===== config.mk =====
export PLATFORM = sky130hd
export DESIGN_NAME = bus_rr_arbiter_flat
export DESIGN_NICKNAME = d
export VERILOG_FILES = /design/src/rtl/cache_pkg.sv /design/src/rtl/bus_rr_arbiter_if.sv /design/src/rtl/rr_pick.sv /design/src/rtl/bus_rr_arbiter.sv /design/src/flat_wrapper.sv
export SDC_FILE = /design/constraint.sdc
export NUM_CORES = 1
export LEC_CHECK = 0
export BUFFER_PORTS_ARGS = -buffer_cell sky130_fd_sc_hd__buf_2
export CAP_MARGIN = 25
export CORE_ASPECT_RATIO = 0.75
export CORE_MARGIN = 2
export CORE_UTILIZATION = 57
export DETAILED_ROUTE_END_ITERATION = 10
export PLACE_DENSITY = 0.81
export SYNTH_ARGS = -nofsm -noshare
export SYNTH_HDL_FRONTEND = slang
export SYNTH_SLANG_ARGS = --single-unit
export TNS_END_PERCENT = 20

===== constraint.sdc =====
create_clock -name clk -period 2.2 [get_ports clk]
set_input_delay 0.44 -clock clk [delete_from_list [all_inputs] [get_ports clk]]
set_output_delay 0.44 -clock clk [all_outputs]
set_load 0.01 [all_outputs]

===== src/rtl/cache_pkg.sv =====
// Shared types and helpers for the coherence-bus front end.
package cache_pkg;

    localparam int unsigned CPU_CORES = 4;

    typedef enum logic [1:0] {
        IDLE  = 2'd0,
        OFFER = 2'd1,
        BUSY  = 2'd2
    } arb_state_t;

    // Index width for n ports, never narrower than one bit.
    function automatic int unsigned id_w(input int unsigned n);
        return (n <= 1) ? 1 : $clog2(n);
    endfunction

endpackage


===== src/rtl/bus_rr_arbiter_if.sv =====
// Request/grant handshake between the L1 request ports, the arbiter and the bus FSM.
interface bus_rr_arbiter_if
    import cache_pkg::*;
#(
    parameter int unsigned NUM_REQ = CPU_CORES
) ();

    localparam int unsigned ID_W = id_w(NUM_REQ);

    logic [NUM_REQ-1:0] req_valid;
    logic [NUM_REQ-1:0] req_ack;
    logic               gnt_valid;
    logic [ID_W-1:0]    gnt_id;
    logic [NUM_REQ-1:0] gnt_onehot;
    logic               bus_accept;
    logic               bus_done;
    logic               busy;

    modport master (
        input  req_valid, bus_accept, bus_done,
        output req_ack, gnt_valid, gnt_id, gnt_onehot, busy
    );

    modport slave (
        output req_valid, bus_accept, bus_done,
        input  req_ack, gnt_valid, gnt_id, gnt_onehot, busy
    );

endinterface


===== src/rtl/rr_pick.sv =====
// Rotating first-one finder: first set bit of i_vec scanning from i_ptr upward with wrap.
module rr_pick
    import cache_pkg::*;
#(
    parameter int unsigned N  = 4,
    parameter int unsigned IW = id_w(N)
) (
    input  logic [N-1:0]  i_vec,
    input  logic [IW-1:0] i_ptr,
    output logic [IW-1:0] o_idx_c,
    output logic          o_found_c
);

    logic [IW-1:0] w_pos;

    always_comb begin
        o_idx_c   = '0;
        o_found_c = 1'b0;
        w_pos     = '0;
        for (int unsigned k = 0; k < N; k++) begin
            w_pos = IW'((32'(i_ptr) + k) % N);
            if (!o_found_c && i_vec[w_pos]) begin
                o_found_c = 1'b1;
                o_idx_c   = w_pos;
            end
        end
    end

endmodule


===== src/rtl/bus_rr_arbiter.sv =====
// Round-robin coherence-bus arbiter with transaction-long grant lock and age-based
// starvation escalation.
module bus_rr_arbiter
    import cache_pkg::*;
#(
    parameter int unsigned NUM_REQ      = CPU_CORES,
    parameter int unsigned AGE_BITS     = 4,
    parameter int unsigned STARVE_LIMIT = 8
) (
    input logic              clk,
    input logic              reset_n,
    bus_rr_arbiter_if.master bif
);

    localparam int unsigned         ID_W    = id_w(NUM_REQ);
    localparam logic [AGE_BITS-1:0] AGE_MAX = '1;
    localparam logic [AGE_BITS-1:0] URGENT  = AGE_BITS'(STARVE_LIMIT);
    localparam logic [ID_W-1:0]     LAST_ID = ID_W'(NUM_REQ - 1);

    arb_state_t          r_state, w_state_nxt;
    logic [ID_W-1:0]     r_ptr, w_ptr_nxt;
    logic                r_gnt_valid, w_gnt_valid_nxt;
    logic [ID_W-1:0]     r_gnt_id, w_gnt_id_nxt;
    logic [NUM_REQ-1:0]  r_gnt_onehot, w_gnt_onehot_nxt;
    logic                r_busy;
    logic [AGE_BITS-1:0] r_age [NUM_REQ];
    logic [NUM_REQ-1:0]  w_ack_c;
    logic [NUM_REQ-1:0]  w_urgent;
    logic [NUM_REQ-1:0]  w_cand;
    logic [ID_W-1:0]     w_pick_idx;
    logic                w_pick_found;

    // Urgent requesters, if any, restrict the candidate set.
    always_comb begin
        w_urgent = '0;
        for (int unsigned i = 0; i < NUM_REQ; i++) begin
            w_urgent[i] = bif.req_valid[i] && (r_age[i] >= URGENT);
        end
    end

    assign w_cand = (|w_urgent) ? w_urgent : bif.req_valid;

    rr_pick #(
        .N (NUM_REQ),
        .IW(ID_W)
    ) u_pick (
        .i_vec    (w_cand),
        .i_ptr    (r_ptr),
        .o_idx_c  (w_pick_idx),
        .o_found_c(w_pick_found)
    );

    always_ff @(posedge clk or negedge reset_n) begin
        if (!reset_n) begin
            r_state <= IDLE;
        end else begin
            r_state <= w_state_nxt;
        end
    end

    always_comb begin
        w_state_nxt      = r_state;
        w_ptr_nxt        = r_ptr;
        w_gnt_valid_nxt  = r_gnt_valid;
        w_gnt_id_nxt     = r_gnt_id;
        w_gnt_onehot_nxt = r_gnt_onehot;
        w_ack_c          = '0;
        unique case (r_state)
            IDLE: begin
                if (w_pick_found) begin
                    w_gnt_valid_nxt  = 1'b1;
                    w_gnt_id_nxt     = w_pick_idx;
                    w_gnt_onehot_nxt = NUM_REQ'(1) << w_pick_idx;
                    w_state_nxt      = OFFER;
                end
            end
            OFFER: begin
                // Accept beats a same-cycle withdrawal; nothing preempts a held offer.
                if (bif.bus_accept) begin
                    w_ack_c     = r_gnt_onehot;
                    w_ptr_nxt   = (r_gnt_id == LAST_ID) ? '0 : ID_W'(r_gnt_id + ID_W'(1));
                    w_state_nxt = BUSY;
                end else if (!bif.req_valid[r_gnt_id]) begin
                    w_gnt_valid_nxt  = 1'b0;
                    w_gnt_id_nxt     = '0;
                    w_gnt_onehot_nxt = '0;
                    w_state_nxt      = IDLE;
                end
            end
            BUSY: begin
                if (bif.bus_done) begin
                    w_gnt_valid_nxt  = 1'b0;
                    w_gnt_id_nxt     = '0;
                    w_gnt_onehot_nxt = '0;
                    w_state_nxt      = IDLE;
                end
            end
            default: begin
                w_gnt_valid_nxt  = 1'b0;
                w_gnt_id_nxt     = '0;
                w_gnt_onehot_nxt = '0;
                w_state_nxt      = IDLE;
            end
        endcase
    end

    always_ff @(posedge clk or negedge reset_n) begin
        if (!reset_n) begin
            r_ptr        <= '0;
            r_gnt_valid  <= 1'b0;
            r_gnt_id     <= '0;
            r_gnt_onehot <= '0;
            r_busy       <= 1'b0;
        end else begin
            r_ptr        <= w_ptr_nxt;
            r_gnt_valid  <= w_gnt_valid_nxt;
            r_gnt_id     <= w_gnt_id_nxt;
            r_gnt_onehot <= w_gnt_onehot_nxt;
            r_busy       <= (w_state_nxt == BUSY);
        end
    end

    // Wait age per port: counts cycles spent requesting without being taken.
    always_ff @(posedge clk or negedge reset_n) begin
        if (!reset_n) begin
            for (int unsigned i = 0; i < NUM_REQ; i++) begin
                r_age[i] <= '0;
            end
        end else begin
            for (int unsigned i = 0; i < NUM_REQ; i++) begin
                if (!bif.req_valid[i] || w_ack_c[i]) begin
                    r_age[i] <= '0;
                end else if (r_age[i] != AGE_MAX) begin
                    r_age[i] <= r_age[i] + AGE_BITS'(1);
                end
            end
        end
    end

    assign bif.req_ack    = w_ack_c;
    assign bif.gnt_valid  = r_gnt_valid;
    assign bif.gnt_id     = r_gnt_id;
    assign bif.gnt_onehot = r_gnt_onehot;
    assign bif.busy       = r_busy;

    a_onehot_matches_id: assert property (@(posedge clk) disable iff (!reset_n)
        r_gnt_onehot == (r_gnt_valid ? (NUM_REQ'(1) << r_gnt_id) : NUM_REQ'(0)));

    a_ack_onehot0: assert property (@(posedge clk) disable iff (!reset_n)
        $onehot0(w_ack_c));

    a_ack_only_on_accept: assert property (@(posedge clk) disable iff (!reset_n)
        (w_ack_c != '0) |-> (r_state == OFFER && bif.bus_accept));

endmodule


===== src/flat_wrapper.sv =====
// flat-port wrapper written by rule: the top's interface ports become plain ports
module bus_rr_arbiter_flat import cache_pkg::*;
#(
    parameter int unsigned NUM_REQ      = CPU_CORES,
    parameter int unsigned AGE_BITS     = 4,
    parameter int unsigned STARVE_LIMIT = 8
)
  (clk, reset_n, bif_req_valid, bif_bus_accept, bif_bus_done, bif_req_ack, bif_gnt_valid, bif_gnt_id, bif_gnt_onehot, bif_busy);
  bus_rr_arbiter_if #(.NUM_REQ(NUM_REQ)) bif_i ();
  input logic clk;
  input logic reset_n;
  input wire logic [$bits(bif_i.req_valid)-1:0] bif_req_valid;
  input wire logic [$bits(bif_i.bus_accept)-1:0] bif_bus_accept;
  input wire logic [$bits(bif_i.bus_done)-1:0] bif_bus_done;
  output wire logic [$bits(bif_i.req_ack)-1:0] bif_req_ack;
  output wire logic [$bits(bif_i.gnt_valid)-1:0] bif_gnt_valid;
  output wire logic [$bits(bif_i.gnt_id)-1:0] bif_gnt_id;
  output wire logic [$bits(bif_i.gnt_onehot)-1:0] bif_gnt_onehot;
  output wire logic [$bits(bif_i.busy)-1:0] bif_busy;
  assign bif_i.req_valid = bif_req_valid;
  assign bif_i.bus_accept = bif_bus_accept;
  assign bif_i.bus_done = bif_bus_done;
  assign bif_req_ack = bif_i.req_ack;
  assign bif_gnt_valid = bif_i.gnt_valid;
  assign bif_gnt_id = bif_i.gnt_id;
  assign bif_gnt_onehot = bif_i.gnt_onehot;
  assign bif_busy = bif_i.busy;
  bus_rr_arbiter #(.NUM_REQ(NUM_REQ), .AGE_BITS(AGE_BITS), .STARVE_LIMIT(STARVE_LIMIT)) u_core (.clk(clk), .reset_n(reset_n), .bif(bif_i));
endmodule

Yosys cells after proc, flatten, opt, wreduce, memory -nomap -nowiden
Cells that the tools add are included.

cells by class
  reductions and logical operators = 26
  div/mod/pow operators = 0
  $lt $le $gt $ge = 9
  add/subtract/negate cells = 8
  $mul = 0
  bitwise logic cells = 0
  equality and inequality tests = 12
  muxes and demuxes = 50
  shift-type cells = 1

operators by type and width
  operator                                                                      count
  4-bit 2-to-1 mux                                                              15
  2-bit 2-to-1 mux                                                              13
  4-bit by 1-bit adder with 4-bit output, second input constant                 4
  4-bit greater-or-equal comparator, second input constant                      4
  4-bit inequality test, second input constant                                  4
  2-bit by 3-bit less-than comparator with 1-bit output, second input constant  5
  1-bit 2-to-1 mux                                                              13
  2-bit one-hot mux with 3 select lines                                         2
  4-bit one-hot mux with 3 select lines                                         1
  1-bit binary-select mux with 2-bit select                                     5
  2-bit inequality test, second input constant                                  4
  2-bit nonzero test                                                            4
  1-bit logical AND                                                             7
  1-bit zero test                                                               7
  2-bit == test, second input constant                                          3
  2-bit by 1-bit adder with 2-bit output, second input constant                 2
  2-bit adder, second input constant                                            2
  1-bit logical OR                                                              4
  4-bit AND reduction                                                           1
  4-bit OR reduction                                                            1
  1-bit by 2-bit << shifter with 4-bit output, first input constant             1
  1-bit one-hot mux with 3 select lines                                         1
  2-bit by 1-bit == test with 1-bit output, second input constant               1
  2-bit zero test                                                               1
  2-bit AND reduction                                                           1

word-level totals
  RAM bits = 0
  bits in registers = 28
  input bits = 8
  memories = 0
  memory bits (read-only) = 0
  bits in latches = 0
  output and inout port bits = 12

Depth between registers and ports, before layout
Gate-level depths: netlist of the first run.

  word-level depth = 19
  gate-level depth with buffers = 6
  mapped depth without buffers = 5

By module
A second synthesis of the first run with hierarchy kept.

second synthesis, totals
  cell total of the unflattened synthesis = 173
  area total of the unflattened synthesis = 1676.6 sq um

modules (own cells, without submodules)
  module          cells each  sequential area each (sq um)  area an instance (sq um)  instances
  bus_rr_arbiter  158         700.7                         1599.0                    1
  rr_pick         15          0.0                           77.6                      1

Worst setup path before layout of the first run
No wires, ideal clock.

  kind = input -> register
  start = input port bif_req_valid[3]
  end = register u_core.r_gnt_id[0], in the netlist u_core.bif.gnt_id[0]
  buffers on the path = 1
  library setup time = 121 ps
  arrival time = 1608 ps
  setup slack = 471 ps
  stages on the path = 5
  required time = 2079 ps
  path through = buf_2 -> mux4_2 -> o21ai_2 -> o311ai_4 -> a22o_1

between the ends
  word-level cells in the longest chain between the ends = 17

RTL lines
  item                                                                          RTL line               RTL
  start, declared                                                               flat_wrapper.sv:12     input wire logic [$bits(bif_i.req_valid)-1:0] bif_req_valid;
  1-bit logical AND                                                             bus_rr_arbiter.sv:37   w_urgent[i] = bif.req_valid[i] && (r_age[i] >= URGENT);
  4-bit OR reduction                                                            bus_rr_arbiter.sv:41   assign w_cand = (|w_urgent) ? w_urgent : bif.req_valid;
  4-bit 2-to-1 mux                                                              bus_rr_arbiter.sv:41
  1-bit binary-select mux with 2-bit select                                     rr_pick.sv:22          if (!o_found_c && i_vec[w_pos]) begin
  1-bit 2-to-1 mux (implied by the code)                                        rr_pick.sv:22
  1-bit 2-to-1 mux                                                              rr_pick.sv:22
  1-bit zero test                                                               rr_pick.sv:22
  1-bit logical AND                                                             rr_pick.sv:22
  1-bit 2-to-1 mux                                                              rr_pick.sv:22
  1-bit zero test                                                               rr_pick.sv:22
  1-bit logical AND                                                             rr_pick.sv:22
  1-bit 2-to-1 mux                                                              rr_pick.sv:22
  1-bit zero test                                                               rr_pick.sv:22
  1-bit logical AND                                                             rr_pick.sv:22
  2-bit 2-to-1 mux or 1-bit 2-to-1 mux (tied branches)                          rr_pick.sv:22
  2-bit 2-to-1 mux or 2-bit inequality test (tied branches)                     --
  2-bit one-hot mux with 3 select lines or 4-bit AND reduction (tied branches)  --
  end signal, assigned                                                          bus_rr_arbiter.sv:117  r_gnt_id <= w_gnt_id_nxt;
  end, declared                                                                 bus_rr_arbiter.sv:23   logic [ID_W-1:0] r_gnt_id, w_gnt_id_nxt;

Several ways; a longest one is shown, not always the timed one. The select of a mux whose other input is x is not followed.
A chain may end at the register's enable or synchronous reset.

Final worst setup path of the first run
  start = register u_core.r_state[0]
  end = output port bif_req_ack[0]

between the ends
  word-level cells in the longest chain between the ends = 2

RTL lines
  item                                      RTL line              RTL
  start, declared                           bus_rr_arbiter.sv:20  arb_state_t r_state, w_state_nxt;
  start signal, assigned                    bus_rr_arbiter.sv:57  r_state <= w_state_nxt;
  2-bit by 1-bit == test with 1-bit output  bus_rr_arbiter.sv:68  unique case (r_state)
  4-bit 2-to-1 mux                          bus_rr_arbiter.sv:68
  end, declared                             flat_wrapper.sv:15    output wire logic [$bits(bif_i.req_ack)-1:0] bif_req_ack;

Every way passes these cells.

==> impl_metrics.ini, run 1 <==
[run_status]
outcome = finished clean

[clock_tree]
clockBufferDepth = 2
root_buffer = clkbuf_8
cts_sinks = 28
cts_buffers = 3
h-tree-depth = 1
hold_buffers = 0
cts_resized = 0
cts_tree = built
clkTransAtPathRegs_ns = 0.09
clock_latency_ns = 0.27
post-cts-setup-buffers = 0

[worst_setup_path]
r2r-start = u_core.r_age[3]
cp-start-kind = flop
ff2ff_setup_slack_ns = 0.23
crit_type = flop to primary output
r2r_end = u_core.bif.gnt_id[0]
crit_fanout = 7
ff2ff_path_depth = 5
required_ns = 1.76
crit_end = bif_req_ack[0]
endpoint_kind = primary output
cp.arrival_ns = 1.61
critPathLaunch = u_core.r_state[0]

[sta]
skew_ns = 0.00365
relSlewSlack_pct = 58.5
setup_viol = 0
period_share_pct = 93.2
rsz0062_at_grt = no
max_freq_mhz = 488
finalSetupTns_ns = 0
drv_slew = 0
hold_viol_final = 0
finalCriticalPeriod_ns = 2.05
worstMarginPinSlew_ns = 0.622

[place]
gp_routability_congestion = 0.920
portBuffers = 19
place_area_mm2 = 0.00169
dp_hpwl_um = 2520

[power]
power_density_mw_per_mm2 = 1000
ir_worst_vdd_mv = 0.687
p_leak_nw = 0.844
total_power_mw = 1.74

[finish]
fillers = 203
multi_input_area_um2 = 837
nNetsFinal = 195
diodes = 0
design_area_mm2 = 0.00174
drive_gt1_share_pct = 16.7
seqCellArea_um2 = 701
synthToLayoutAreaGrowth_pct = 11.0

[synth]
synth-async-reset-ratio_pct = 100
syn-cell-area_mm2 = 0.00157
yosys_warnings = 0
ys.flop_type = dfrtp_1
synth_seq_cells = 28
syn_inst = 161
synth_cell_type_count = 39
yosysSeqAreaShare_pct = 44.6
syn_avg_cell_area_um2 = 9.76
synth-edff-count = 0
synthesis.nets = 175

[route]
drtIter0Drc = 71
dr_total_vias = 1319
dr.pass1.iters = 4
wl_um = 3290
drc_errors = 0
vias_per_cell = 6.11
ant_nets = 0
routedWlPerCell_um = 15.2

[floorplanning]
core_region_area_mm2 = 0.00262
dieArea_mm2 = 0.00320
die-height_um = 49.5
die_w_um = 64.6
io_pins = 20
initial_core_util_pct = 59.9
rows = 16

[global_routing]
use_met1_pct = 32.7
grt.total_usage_pct = 22.8
grt_pass1_wl_um = 5640
grt_use_met2_pct = 34.4
met3_usage_pct = 6.39
grt_max_degree = 29
busiest_layer = met2
grt.overflow.total = 0
antenna_found_initial = 0
grt_pass1_vias = 1218

[hold_path]
min_path_type = input port to asynchronous set/reset pin

[job]
cap_violations = 0
[power by group]
group          leakage (nW)  switching [mW]  internal [mW]  total, mW
Sequential            0.367           0.158          0.643      0.801
Clock                0.0288           0.153          0.160      0.313
Combinational         0.448           0.335          0.296      0.631
Total                 0.844           0.645           1.10       1.74
[metrics by stage]
stage	hold slack, ns	cells	worst slack [ns]	util (%)
final	0.171	216	0.149	66.5
after global routing	0.211	216	0.0425	66.5
after CTS	0.187	216	0.159	66.5
after detailed placement	0.489	212	0.271	64.4
after global placement	0.485	212	0.358	64.4
after floorplan	0.144	161	0.471	-
[flip-flops by register name (all words and copies together), names as in the netlist]
name	count
u_core.bif.gnt_onehot	4
u_core.r_state	2
u_core.bif.gnt_valid	1
u_core.r_ptr	2
u_core.bif.busy	1
u_core.bif.gnt_id	2
u_core.r_age	16
[routing by layer]
| layer | routed length (um) | vias to the layer above |
|---|---|---|
| met2 | 1560 | 49 |
| met4 | 35 | 0 |
| met5 | 0 | - |
| met3 | 220 | 7 |
| met1 | 1470 | 634 |
| li1 | - | 629 |
[layout make-up]
type                       count  share of cell area (%)
multi-input combinational    126                    48.0
sequential                    28                    40.2
inverter                       3                   0.646
timing repair buffer          19                    5.45
clock buffer                   4                    3.16
tap                           36                    2.58
[critical path, stage by stage, from the launching register on]
cell and delay, ns:
dfrtp_1 0.48, nor2b_1 0.43, and3_1 0.28, buf_2 0.15
[synthesized netlist by cell type, types with 2 or more instances]
master     n  area, um2
a21oi_1    4       20.0
ha_1       6       75.1
nand3_1    9       45.0
buf_2      3       15.0
nor3_1     4       20.0
and3_1     4       25.0
a21o_1     3       22.5
nor2_1    22       82.6
nand2b_1   5       31.3
a211oi_1   4       30.0
inv_1      3       11.3
xnor2_1    4       35.0
nand2_1   14       52.6
o31ai_1    2       15.0
a31oi_1    6       37.5
and2_1     3       18.8
a22o_1     2       17.5
dfrtp_1   28        701
o21ai_0    7       35.0
a22oi_1    3       22.5
mux2i_1    4       40.0
a32o_1     4       40.0
[worst min path at each step]
stage	from	endpoint	slack [ns]
finish	reset_n	u_core.r_age[13]	0.17
global route	reset_n	u_core.r_age[4]	0.21
CTS	reset_n	u_core.r_age[4]	0.19
detailed placement	reset_n	u_core.r_age[12]	0.49
global placement	reset_n	u_core.r_age[12]	0.48
floorplan	reset_n	u_core.bif.busy	0.14
[cell usage in the layout, fill, tap and decap left out, types with 2 or more instances in the layout]
cell type	count
and3_1	4
inv_1	3
clkbuf_8	4
nand3_1	9
mux2i_1	4
a32o_1	4
xnor2_1	4
nor3_1	4
o31ai_1	2
nor2_1	22
a22o_1	2
a211oi_1	4
a21oi_1	4
dfrtp_1	28
nand2b_1	5
a21o_1	3
ha_1	6
o21ai_0	7
a22oi_1	3
nand2_1	14
and2_1	3
a31oi_1	6
buf_2	19
[cell families (layout without fill, tap and decap cells)]
| family | count (synthesis) | after routing | share of synthesized area [%] |
|---|---|---|---|
| multiplexers | 5 | 5 | 3.98 |
| adder cells (fa/ha/maj) | 6 | 6 | 4.78 |
| buffers and inverters | 7 | 26 | 2.15 |
| AO/OA/AOI/OAI | 43 | 43 | 21.2 |
| flip-flops | 28 | 28 | 44.6 |
| AND/OR/NAND/NOR | 68 | 68 | 21.1 |
| XOR/XNOR | 4 | 4 | 2.23 |
(Power assumes the default switching activity.)
==> run 2: changes to the inputs <==
--- a/config.mk
+++ b/config.mk
@@ -9,9 +9,9 @@
 export CAP_MARGIN = 25
 export CORE_ASPECT_RATIO = 0.75
 export CORE_MARGIN = 2
-export CORE_UTILIZATION = 57
+export CORE_UTILIZATION = 51
 export DETAILED_ROUTE_END_ITERATION = 10
-export PLACE_DENSITY = 0.81
+export PLACE_DENSITY = 0.76
 export SYNTH_ARGS = -nofsm -noshare
 export SYNTH_HDL_FRONTEND = slang
 export SYNTH_SLANG_ARGS = --single-unit
==> constraint.sdc (replaced) <==
create_clock -name clk -period 1.78 [get_ports clk]
set_input_delay 0.356 -clock clk [delete_from_list [all_inputs] [get_ports clk]]
set_output_delay 0.356 -clock clk [all_outputs]
set_load 0.01 [all_outputs]
==> run 2 against run 1 <==
Against the previous run: hold slack worse by 0.083 ns; worst setup slack worse by 0.085 ns; wire length up 1.9%; critical endpoint is now u_core.bif.gnt_onehot[3]; clock skew up 0.0012 ns; utilization down 4.1 points; largest power group unchanged; first-iteration DRC count up 34%; via count up 3.4%; power up 25%.
==> impl_metrics.ini, run 2 (synthesis gave the netlist of run 1 again) <==
[run_status]
outcome = finished clean

[clock_tree]
clockBufferDepth = 2
clkTransAtPathRegs_ns = 0.09
cts_sinks = 28
h-tree-depth = 1
cts_tree = built
root_buffer = clkbuf_8
cts_buffers = 3
hold_buffers = 0
clock_latency_ns = 0.27

[route]
wl_um = 3350
ant_nets = 0
dr_total_vias = 1364
routedWlPerCell_um = 14.8
vias_per_cell = 6.01
drtIter0Drc = 95
dr.pass1.iters = 4
drc_errors = 0

[finish]
mostFrequentLayoutCell = dfrtp_1
drive_gt1_share_pct = 24.3
synthToLayoutAreaGrowth_pct = 16.6
nNetsFinal = 204
postLayoutCoreUtil_pct = 62.4
final_cell_mix = dfrtp_1, nor2_1, buf_2, nand2_1
design_area_mm2 = 0.00183
top_register = u_core.r_age
largest_reg_flops = 16
diodes = 0

[floorplanning]
die_w_um = 68.1
die-height_um = 52.1
core_region_area_mm2 = 0.00294
rows = 17
initial_core_util_pct = 53.5
io_pins = 20
dieArea_mm2 = 0.00355

[global_routing]
grt_pass1_wl_um = 5610
grt.total_usage_pct = 21.4
grt_max_degree = 29
grt_pass1_vias = 1219
antenna_found_initial = 0
grt.overflow.total = 0

[place]
gp_routability_congestion = 0.857
place_area_mm2 = 0.00174
portBuffers = 19
dp_hpwl_um = 2590

[worst_setup_path]
r2r-start = u_core.r_age[15]
critPathLaunch = u_core.r_age[15]
crit_type = flop to flop
endpoint_kind = flop
cp.arrival_ns = 1.88
crit_fanout = 6
cp-start-kind = flop
required_ns = 1.94
ff2ff_setup_slack_ns = 0.06

[hold_path]
min_path_type = input port to asynchronous set/reset pin

[power]
ir_worst_vdd_mv = 0.704
p_leak_nw = 0.885
p_clk_share_pct = 17.4
seq_power_share_pct = 44.9
p_comb_share_pct = 37.7
p_switching_mw = 0.784
p_sw_share_pct = 36.0
p_int_mw = 1.40
power_density_mw_per_mm2 = 1190

[job]
cap_violations = 0

[sta]
finalCriticalPeriod_ns = 1.72
relSlewSlack_pct = 58.8
period_share_pct = 96.4
drv_slew = 0
hold_viol_final = 0
skew_ns = 0.00488
rsz0062_at_grt = no
setup_viol = 0
worstMarginPinSlew_ns = 0.618
max_freq_mhz = 583
hold_slack_ns = 0.0877
==> run 2: changes by cell type in the layout (fill, tap and decap cells not counted) <==
cell / delta
a22oi_1: -2
a22oi_2: +2
buf_4: +9
dfrtp_1: -4
dfrtp_2: +4
nor2b_1: -1
nor2b_2: +1
o21ai_0: -2
o21ai_1: +2
==> run 2: path summary, 6_finish.rpt <==
kind | cells after the start | end
min in group clk | 3 | u_core.bif.busy
max in group asynchronous | 1 | u_core.r_state[0]
setup / recovery | 5 | u_core.bif.gnt_onehot[3]
hold / removal | 1 | u_core.r_age[8]
setup reg to reg | 5 | u_core.bif.gnt_onehot[3]
hold reg to reg | 1 | u_core.bif.gnt_onehot[1]
==> run 2: repair_timing <==
item,4_1_cts,5_1_grt
cloned,0,0
pin swaps,0,2
endpoints found under the setup margin,6,10
hold endpoints to repair,0,0
setup buffers,0,2
gates resized for setup,1,8
==> run 2: through the flow <==
step           setup slack [ns]  std cells  total power, mW  TNS, ns
2_1_floorplan             0.135        161             1.51        0
5_1_grt                 0.00131        227             2.35        0
6_report                 0.0648        227             2.18        0
3_5_place_dp            -0.0199        221             1.80  -0.0378
3_3_place_gp             0.0256        221             1.76        0
4_1_cts                -0.00805        225             2.19  -0.0140
==> run 2: area by class of cell <==
class                           count  area [um2]
Tap cell                           38        47.5
Multi-Input combinational cell    126         850
Sequential cell                    28         706
Inverter                            3        11.3
Fill cell                         240        1100
Clock buffer                        4        55.1
Timing Repair Buffer               28         163
==> run 2: worst max-delay path, stage by stage (launching register included) <==
cell and delay [ns]:
dfrtp_2 0.44, a22oi_2 0.14, a21o_1 0.20, a311o_1 0.38
and3_4 0.21, a32o_1 0.25
==> run 2: layer usage <==
layer  GRT usage (%)  vias up  part of all wire (%)
met1            31.0      658                    50
li1                -      660                     -
met5               0        -                     0
met2            32.8       42                    45
met4            5.00        0                  0.63
met3            4.55        4                   4.8
==> run 2: power by group through the flow <==
stage	Clock [mW]	Combinational [mW]	Sequential, mW
5_1_grt	0.427	0.916	1.01
3_3_place_gp	0	0.788	0.976
4_1_cts	0.394	0.821	0.975
3_5_place_dp	0	0.811	0.987
2_1_floorplan	0	0.522	0.986
6_report	0.378	0.822	0.980
==> run 3: changes to the inputs <==
--- a/config.mk
+++ b/config.mk
@@ -11,7 +11,7 @@
 export CORE_MARGIN = 2
 export CORE_UTILIZATION = 51
 export DETAILED_ROUTE_END_ITERATION = 10
-export PLACE_DENSITY = 0.76
+export PLACE_DENSITY = 0.74
 export SYNTH_ARGS = -nofsm -noshare
 export SYNTH_HDL_FRONTEND = slang
 export SYNTH_SLANG_ARGS = --single-unit
==> run 3 against run 2 <==
Against the previous run: wire length rose by 4.1%; register-to-register slack improved by 0.02 ns; final cell count rose by 0.88%; worst setup slack improved by 0.018 ns; sequential share of layout area fell by 0.55 points.
==> impl_metrics.ini, run 3 (synthesis gave the netlist of run 1 again) <==
[run_status]
outcome = finished clean

[global_routing]
grt.total_usage_pct = 22.0
grt_pass1_vias = 1248
grt_pass1_wl_um = 5710
grt_max_degree = 29
grt.overflow.total = 0
antenna_found_initial = 0

[finish]
fillers = 244
final_cell_mix = dfrtp_1, nor2_1, buf_2, nand2_1, buf_4
mostFrequentLayoutCell = dfrtp_1
drive_gt1_share_pct = 25.1
nNetsFinal = 206
design_area_mm2 = 0.00186
top_register = u_core.r_age
synthToLayoutAreaGrowth_pct = 18.5
diodes = 0
largest_reg_flops = 16

[place]
dp_slack_ns = -0.0264
portBuffers = 19
gp_routability_congestion = 0.819
dp_hpwl_um = 2610
place_area_mm2 = 0.00176

[floorplanning]
rows = 17
dieArea_mm2 = 0.00355
initial_core_util_pct = 53.5
die_w_um = 68.1
io_pins = 20
die-height_um = 52.1
core_region_area_mm2 = 0.00294

[worst_setup_path]
critical-path-max-stage-delay_ns = 0.46
ff2ff_path_depth = 6
cp.arrival_ns = 1.87
crit_fanout = 6
crit_type = flop to flop
endpoint_kind = flop
cp-start-kind = flop
required_ns = 1.95
ff2ff_setup_slack_ns = 0.08
r2r-start = u_core.r_age[7]
cp_cell_sequence = buf_4, a22oi_1, o211ai_1, a2bb2oi_1, a21oi_1, a32o_1
r2r_end = u_core.bif.gnt_onehot[2]
slowest_stage = dfrtp_2

[clock_tree]
cts_sinks = 28
hold_buffers = 0
cts_buffers = 3
clockBufferDepth = 2
h-tree-depth = 1
root_buffer = clkbuf_8
clkTransAtPathRegs_ns = 0.10
clock_latency_ns = 0.27
cts_tree = built

[sta]
period_share_pct = 95.3
setup_viol = 0
worstMarginPinSlew_ns = 0.614
skew_ns = 0.00665
hold_viol_final = 0
max_freq_mhz = 589
rsz0062_at_grt = yes
setup_slack_ns = 0.0833
drv_slew = 0
relSlewSlack_pct = 59.1
finalCriticalPeriod_ns = 1.70

[job]
cap_violations = 0

[route]
vias_per_cell = 5.89
ant_nets = 0
dr_total_vias = 1349
drtIter0Drc = 54
drc_errors = 0
routedWlPerCell_um = 15.2
wl_um = 3490
dr.pass1.iters = 4

[power]
ir_worst_vdd_mv = 0.904
p_leak_nw = 0.899
power_density_mw_per_mm2 = 1250

[hold_path]
min_path_type = input port to asynchronous set/reset pin
-- run 3: worst max-delay path by stage --
stage                          endpoint  slack, ns  cells past startpoint              from
2_1_floorplan      u_core.bif.gnt_id[0]       0.14                      5  bif_req_valid[3]
3_3_place_gp       u_core.bif.gnt_id[0]       0.06                      6  bif_req_valid[0]
3_5_place_dp       u_core.bif.gnt_id[1]      -0.03                      6  bif_req_valid[0]
4_1_cts            u_core.bif.gnt_id[1]     0.0004                      5   u_core.r_age[7]
5_1_grt        u_core.bif.gnt_onehot[0]     -0.001                      6  u_core.r_age[15]
6_report       u_core.bif.gnt_onehot[2]       0.08                      6   u_core.r_age[7]
-- run 3: critical path: cells and delay by family, from the launching register on --
| kind | cells | cell delay (ns) |
|---|---|---|
| buffers and inverters | 1 | 0.17 |
| AOI/OAI and AO/OA | 5 | 0.97 |
| DFF | 1 | 0.46 |
-- run 3: final cells by class --
cell class              instances  area, um2  share of cell area (%)
clock buffers                   3       41.3                    2.22
clock inverters                 1       30.0                    1.61
inverters                       3       11.3                   0.605
multi-input cells             126        847                    45.5
flip-flops and latches         28        707                    38.0
well taps                      38       47.5                    2.55
repair buffers                 30        178                    9.54
-- run 3: report_power, final --
group          switching (mW)  internal (mW)  leakage (nW)
registers               0.146          0.797         0.358
logic                   0.468          0.426         0.505
clock network           0.194          0.301        0.0357
total                   0.808           1.52         0.899
-- run 3: through the flow --
step                      util (%)  TNS (ns)  hold WS [ns]  std cells  power, mW
after floorplan                  -         0        0.0604        161       1.51
after global placement        59.9         0         0.394        223       1.78
after detailed placement      59.9   -0.0797         0.416        223       1.81
after CTS                     62.7         0         0.105        228       2.33
after global routing          63.4  -0.00116         0.119        229       2.49
final                         63.4         0        0.0825        229       2.33
-- run 3: metal layers --
metal	vias up	share of wire, %	wire length, um	GRT usage [%]
met2	42	47	1630	35.8
met1	646	47	1630	29.1
met4	0	1.5	53	7.00
li1	655	-	-	-
met5	-	0	0	0
met3	6	5.1	178	5.19
-- run 3: timing repair --
item / in CTS / in global routing
gates cloned: 0 / 0
endpoints found under the setup margin: 1 / 11
resized for setup: 2 / 9
pin swaps: 2 / 2
setup buffers: 1 / 1
